**src/rtl/fetch_unit_if.sv**
```systemverilog
// Fetch-side bus: instruction memory address/data, decode back-pressure,
// branch redirect, and the instruction register handed to decode.
interface fetch_unit_if;
    logic [7:0]  PC;
    logic [15:0] inst;
    logic        stall;
    logic        branch_taken;
    logic [7:0]  branch_target;
    logic [15:0] ir;
    logic [7:0]  ir_pc;
    logic        ir_valid;
    logic        halted;
    logic [15:0] fetch_count;

    // The fetch unit itself
    modport master (
        output PC, ir, ir_pc, ir_valid, halted, fetch_count,
        input  inst, stall, branch_taken, branch_target
    );

    // Instruction memory plus decode stage
    modport slave (
        input  PC, ir, ir_pc, ir_valid, halted, fetch_count,
        output inst, stall, branch_taken, branch_target
    );
endinterface

```
**src/rtl/fetch_unit.sv**
```systemverilog
// Instruction fetch unit: walks PC through instruction memory, loads the
// instruction register for decode, honours stall and branch redirect, and
// stops permanently on a halt opcode until reset.
//
// state | meaning
// ------+-----------------------------------------------------------
// RUN   | fetching; PC advances on every unstalled, unbranched edge
// HALT  | halt word captured; everything frozen until rst_n
module fetch_unit #(
    parameter logic [7:0] RESET_PC    = 8'h00,
    parameter logic [3:0] HALT_OPCODE = 4'b1000
) (
    input logic           clk,
    input logic           rst_n,
    fetch_unit_if.master  bus
);

    typedef enum logic {
        ST_RUN  = 1'b0,
        ST_HALT = 1'b1
    } state_t;

    state_t      state;
    logic [7:0]  pc;
    logic [15:0] ir;
    logic [7:0]  ir_pc;
    logic        ir_valid;
    logic [15:0] fetch_count;

    // All outputs come straight from registers; no input reaches them combinationally.
    assign bus.PC          = pc;
    assign bus.ir          = ir;
    assign bus.ir_pc       = ir_pc;
    assign bus.ir_valid    = ir_valid;
    assign bus.fetch_count = fetch_count;
    assign bus.halted      = (state == ST_HALT);

    // Fetch FSM: branch beats stall, stall beats capture, halt word stops PC.
    always_ff @(posedge clk or negedge rst_n) begin
        if (!rst_n) begin
            state       <= ST_RUN;
            pc          <= RESET_PC;
            ir          <= 16'h0000;
            ir_pc       <= 8'h00;
            ir_valid    <= 1'b0;
            fetch_count <= 16'h0000;
        end else begin
            case (state)
                ST_RUN: begin
                    if (bus.branch_taken) begin
                        // Redirect discards whatever word is on inst, halt included.
                        pc       <= bus.branch_target;
                        ir_valid <= 1'b0;
                    end else if (!bus.stall) begin
                        ir       <= bus.inst;
                        ir_pc    <= pc;
                        ir_valid <= 1'b1;
                        if (fetch_count != 16'hFFFF) begin
                            fetch_count <= fetch_count + 16'd1;
                        end
                        if (bus.inst[15:12] == HALT_OPCODE) begin
                            state <= ST_HALT;
                        end else begin
                            pc <= pc + 8'd1;
                        end
                    end
                end
                ST_HALT: begin
                    ir_valid <= 1'b0;
                end
                default: begin
                    state <= ST_RUN;
                end
            endcase
        end
    end

endmodule
```
**src/flat_wrapper.sv**
```systemverilog
// flat-port wrapper written by rule: the top's interface ports become plain ports
module fetch_unit_flat 
#(
    parameter logic [7:0] RESET_PC    = 8'h00,
    parameter logic [3:0] HALT_OPCODE = 4'b1000
)
  (clk, rst_n, bus_PC, bus_ir, bus_ir_pc, bus_ir_valid, bus_halted, bus_fetch_count, bus_inst, bus_stall, bus_branch_taken, bus_branch_target);
  fetch_unit_if bus_i ();
  input logic clk;
  input logic rst_n;
  output wire logic [$bits(bus_i.PC)-1:0] bus_PC;
  output wire logic [$bits(bus_i.ir)-1:0] bus_ir;
  output wire logic [$bits(bus_i.ir_pc)-1:0] bus_ir_pc;
  output wire logic [$bits(bus_i.ir_valid)-1:0] bus_ir_valid;
  output wire logic [$bits(bus_i.halted)-1:0] bus_halted;
  output wire logic [$bits(bus_i.fetch_count)-1:0] bus_fetch_count;
  input wire logic [$bits(bus_i.inst)-1:0] bus_inst;
  input wire logic [$bits(bus_i.stall)-1:0] bus_stall;
  input wire logic [$bits(bus_i.branch_taken)-1:0] bus_branch_taken;
  input wire logic [$bits(bus_i.branch_target)-1:0] bus_branch_target;
  assign bus_PC = bus_i.PC;
  assign bus_ir = bus_i.ir;
  assign bus_ir_pc = bus_i.ir_pc;
  assign bus_ir_valid = bus_i.ir_valid;
  assign bus_halted = bus_i.halted;
  assign bus_fetch_count = bus_i.fetch_count;
  assign bus_i.inst = bus_inst;
  assign bus_i.stall = bus_stall;
  assign bus_i.branch_taken = bus_branch_taken;
  assign bus_i.branch_target = bus_branch_target;
  fetch_unit #(.RESET_PC(RESET_PC), .HALT_OPCODE(HALT_OPCODE)) u_core (.clk(clk), .rst_n(rst_n), .bus(bus_i));
endmodule
```
**config.mk**
```make
export PLATFORM = sky130hd
export DESIGN_NAME = fetch_unit_flat
export DESIGN_NICKNAME = d
export VERILOG_FILES = /design/src/rtl/fetch_unit_if.sv /design/src/rtl/fetch_unit.sv /design/src/flat_wrapper.sv
export SDC_FILE = /design/constraint.sdc
export NUM_CORES = 1
export LEC_CHECK = 0
export ABC_AREA = 1
export CORE_ASPECT_RATIO = 1.5
export CORE_MARGIN = 2
export CORE_UTILIZATION = 30
export DETAILED_ROUTE_END_ITERATION = 10
export GPL_ROUTABILITY_DRIVEN = 0
export PLACE_DENSITY_LB_ADDON = 0.08
export RECOVER_POWER = 25
export SETUP_SLACK_MARGIN = 0.1
export SLEW_MARGIN = 20
export SYNTH_ARGS = -nofsm -noshare
export SYNTH_HDL_FRONTEND = slang
export SYNTH_SLANG_ARGS = --single-unit
```
**constraint.sdc**
```tcl
create_clock -name clk -period 2.9 [get_ports clk]
set_clock_uncertainty 0.05 [all_clocks]
set_input_delay 0.29 -clock clk [delete_from_list [all_inputs] [get_ports clk]]
set_output_delay 0.29 -clock clk [all_outputs]
set_load 0.05 [all_outputs]
```
==> results.py <==
metrics = {
    "run_status": {
        "status": "complete, no violations",
    },
    "sta": {
        "finalCritPeriodShare": 0.744,
        "rsz0062_at_grt": "false",
        "worst_slack_ns": 0.743,
        "max_slew.worst_pin.slew_ns": 0.912,
        "max_freq_ghz": 0.464,
        "relSlewSlack": 0.392,
        "hold_viol": 0,
        "tns_ns": 0,
        "slew_viol_final": 0,
        "setup_violations": 0,
        "min_period_ns": 2.16,
    },
    "placed_design": {
        "hpwl_um": 4890,
        "place_ws_ns": 0.595,
        "io_buffer_count": 77,
        "place_inst": 509,
    },
    "global_routing": {
        "grt_pass1_vias": 2234,
        "grt_antenna_before_repair": 0,
        "grtUsageMet3": 0.0332,
        "grt_pass1_wl_um": 10700,
        "use_met1": 0.176,
        "gr-total-overflow": 0,
        "grt_max_degree": 36,
        "busiest_layer": "met2",
        "grtUsageTotal": 0.149,
        "grtUsageMet2": 0.266,
    },
    "routing": {
        "vias_per_cell": 4.36,
        "wl_per_cell_um": 12.5,
        "drc": 0,
        "drt_iter0_drc": 109,
        "firstDrtPassIters": 4,
        "antenna_left": 0,
        "num_vias": 2259,
        "wl_um": 6500,
    },
    "logic_synthesis": {
        "ys_top_cells_by_area": "dfrtp_1 (49%), nand2_1 (25%), nor2_1 (3.6%)",
        "postSynth.asyncResetShare": 1.00,
        "yosys_warnings": 0,
        "yosysSeqAreaShare": 0.494,
        "syn_inst": 332,
        "ys.flop_type": "dfrtp_1",
        "synth_top_area_frac": 0.494,
        "netlist_area_um2": 2530,
        "synth_edf_count": 0,
        "synth_top_cell_by_area": "dfrtp_1",
        "synth.most_common_cell": "nand2_1",
        "yosys-top-cells-count": "nand2_1 (167), dfrtp_1 (50), nor2_1 (24), inv_1 (19), nand3_1 (15)",
        "ys_types": 22,
        "synth_nets": 362,
        "ys_ff_latch": 50,
        "syn_avg_cell_area_um2": 7.63,
    },
    "worst_hold_path": {
        "min_from": "u_core.bus.ir[15]",
        "hold_end": "u_core.bus.ir[15]",
        "min_path_type": "reg2reg",
        "hold_depth": 2,
    },
    "setup_path": {
        "critPathLaunchType": "input pin",
        "end_kind": "flip-flop",
        "reg2reg_to": "u_core.bus.fetch_count[10]",
        "cp_common_cell": "nand2_1",
        "r2r-start": "u_core.bus.fetch_count[0]",
        "crit_type": "in2reg",
        "path_cells": "dlygate4sd3_1 -> inv_1 -> nand2_1 -> nor2_4 -> inv_2 -> nor2_4 -> nand2_1 -> nand2_1",
        "reg2reg_depth": 7,
        "slowest_delay_ns": 0.66,
        "critPathRequiredTime_ns": 3.08,
        "rrSetupSlack_ns": 1.19,
        "critPathArrivalTime_ns": 2.33,
        "cp_slowest_cell": "dlygate4sd3_1",
        "critPathMaxFanout": 15,
    },
    "die": {
        "start_util": 0.305,
        "ios": 78,
        "rows": 41,
        "fp.coreArea_um2": 8310,
        "die_h_um": 117,
        "die_area_um2": 9210,
        "die_w_um": 79.0,
    },
    "clock_tree": {
        "cts_buffer_depth": 2,
        "cts_num_sinks": 50,
        "htreeDepth": 2,
        "cts_root_buffer": "clkbuf_16",
        "tritoncts": "done",
        "cts_buffers": 5,
        "insertion_delay_ns": 0.30,
        "clkTransAtPathRegs_ns": 0.07,
    },
    "final_layout": {
        "drive_gt1_frac": 0.0511,
        "fin_nets": 440,
        "n_antenna_cell": 0,
        "syn2layout_area_growth_pct": 40.2,
        "stdcell_count": 518,
    },
    "pwr": {
        "power_density_nw_per_um2": 431,
        "vdd.ir_drop.worst_v": 0.000252,
        "leakagePower_nw": 1.69,
    },
    "run": {
        "maxCapViolations": 0,
    },
}
## flip-flops by register name, indices dropped and copies added, names as in the netlist
| name | flops |
|---|---|
| u_core.bus.ir | 16 |
| u_core.bus.ir_pc | 8 |
| u_core.bus.ir_valid | 1 |
| u_core.bus.PC | 8 |
| u_core.bus.fetch_count | 16 |
| u_core.bus.halted | 1 |
## per-stage QoR
step | total power, W | utilization | cell area, um^2 | hold slack, ns
3_3_place_gp | 0.000876 | 0.407 | 3380 | 0.190
4_1_cts | 0.00156 | 0.428 | 3560 | 0.402
5_1_grt | 0.00159 | 0.427 | 3550 | 0.443
6_report | 0.00153 | 0.427 | 3550 | 0.419
3_5_place_dp | 0.000876 | 0.407 | 3380 | 0.185
2_1_floorplan | 0.000795 | - | 2530 | -0.0556
## power breakdown
part	internal [W]	switching, W	leakage, nW	total (W)
Combinational	0.0000605	0.0000832	0.924	0.000144
Sequential	0.000709	0.00000707	0.680	0.000716
Clock	0.000404	0.000268	0.0836	0.000672
Total	0.00117	0.000358	1.69	0.00153
## worst max-delay path, delay by kind of cell
family | cells | cell delay (ns)
buf+inv | 3 | 1.11
simple gates | 5 | 0.92
## repair_timing
action / CTS / global route
setup buffers: 0 / 0
endpoints found under the hold margin: 15 / 0
hold buffers: 1 / 0
resized for setup: 0 / 0
## worst max path at each step
stage	startpoint	endpoint	slack, ns	cells past startpoint
4_1_cts	bus_branch_taken	u_core.bus.fetch_count[6]	0.90	8
3_5_place_dp	bus_branch_taken	u_core.bus.fetch_count[6]	0.59	8
3_3_place_gp	bus_branch_taken	u_core.bus.fetch_count[8]	0.66	8
6_report	bus_branch_taken	u_core.bus.fetch_count[6]	0.74	8
2_1_floorplan	u_core.bus.fetch_count[0]	u_core.bus.fetch_count[6]	1.04	9
5_1_grt	rst_n	u_core.bus.ir[10]	0.42	3
## final cells by class
class                   instances  area [um^2]
fillers                       911         4760
flip-flops and latches         50         1250
multi-input cells             250         1120
repair buffers                 81          795
well taps                     107          134
clock buffers                   5          125
inverters                      22         82.6
clock inverters                 3         40.0
## routing by layer
metal	part of all wire	vias up	wire, um
met5	0	-	0
met4	0.014	0	94
met3	0.033	6	213
met2	0.52	48	3380
met1	0.43	1025	2810
li1	-	1180	-
## cells in the final DEF, fill, tap and decap left out
cell | netlist | final
o21ai_4 | 1 | 1
nor2_4 | 3 | 3
nand3_1 | 15 | 15
buf_4 | 0 | 2
nand3b_1 | 1 | 1
nor2_2 | 2 | 2
mux2i_1 | 2 | 2
clkbuf_1 | 0 | 1
ha_1 | 2 | 2
nor2_1 | 24 | 24
nand3_2 | 2 | 2
nand2_1 | 167 | 167
clkbuf_2 | 0 | 1
inv_1 | 19 | 20
inv_2 | 3 | 2
dfrtp_1 | 50 | 50
a21oi_1 | 1 | 1
o21ai_1 | 9 | 9
clkdlybuf4s50_1 | 0 | 75
clkinv_2 | 0 | 2
nand4_1 | 7 | 7
xnor2_1 | 4 | 4
bufinv_16 | 0 | 1
xor2_1 | 5 | 5
nor3_1 | 1 | 1
o21ai_0 | 4 | 4
dlygate4sd3_1 | 0 | 2
clkbuf_16 | 0 | 5
## logic make-up after synthesis
family | count (synthesis) | share of synthesized area
simple gates | 222 | 0.361
flops | 50 | 0.494
buf+inv | 32 | 0.0622
compound gates | 15 | 0.0341
xor+xnor | 9 | 0.0311
mux | 2 | 0.00790
fa+ha+maj | 2 | 0.00987
Note: power is estimated with default switching activity, not from simulation.
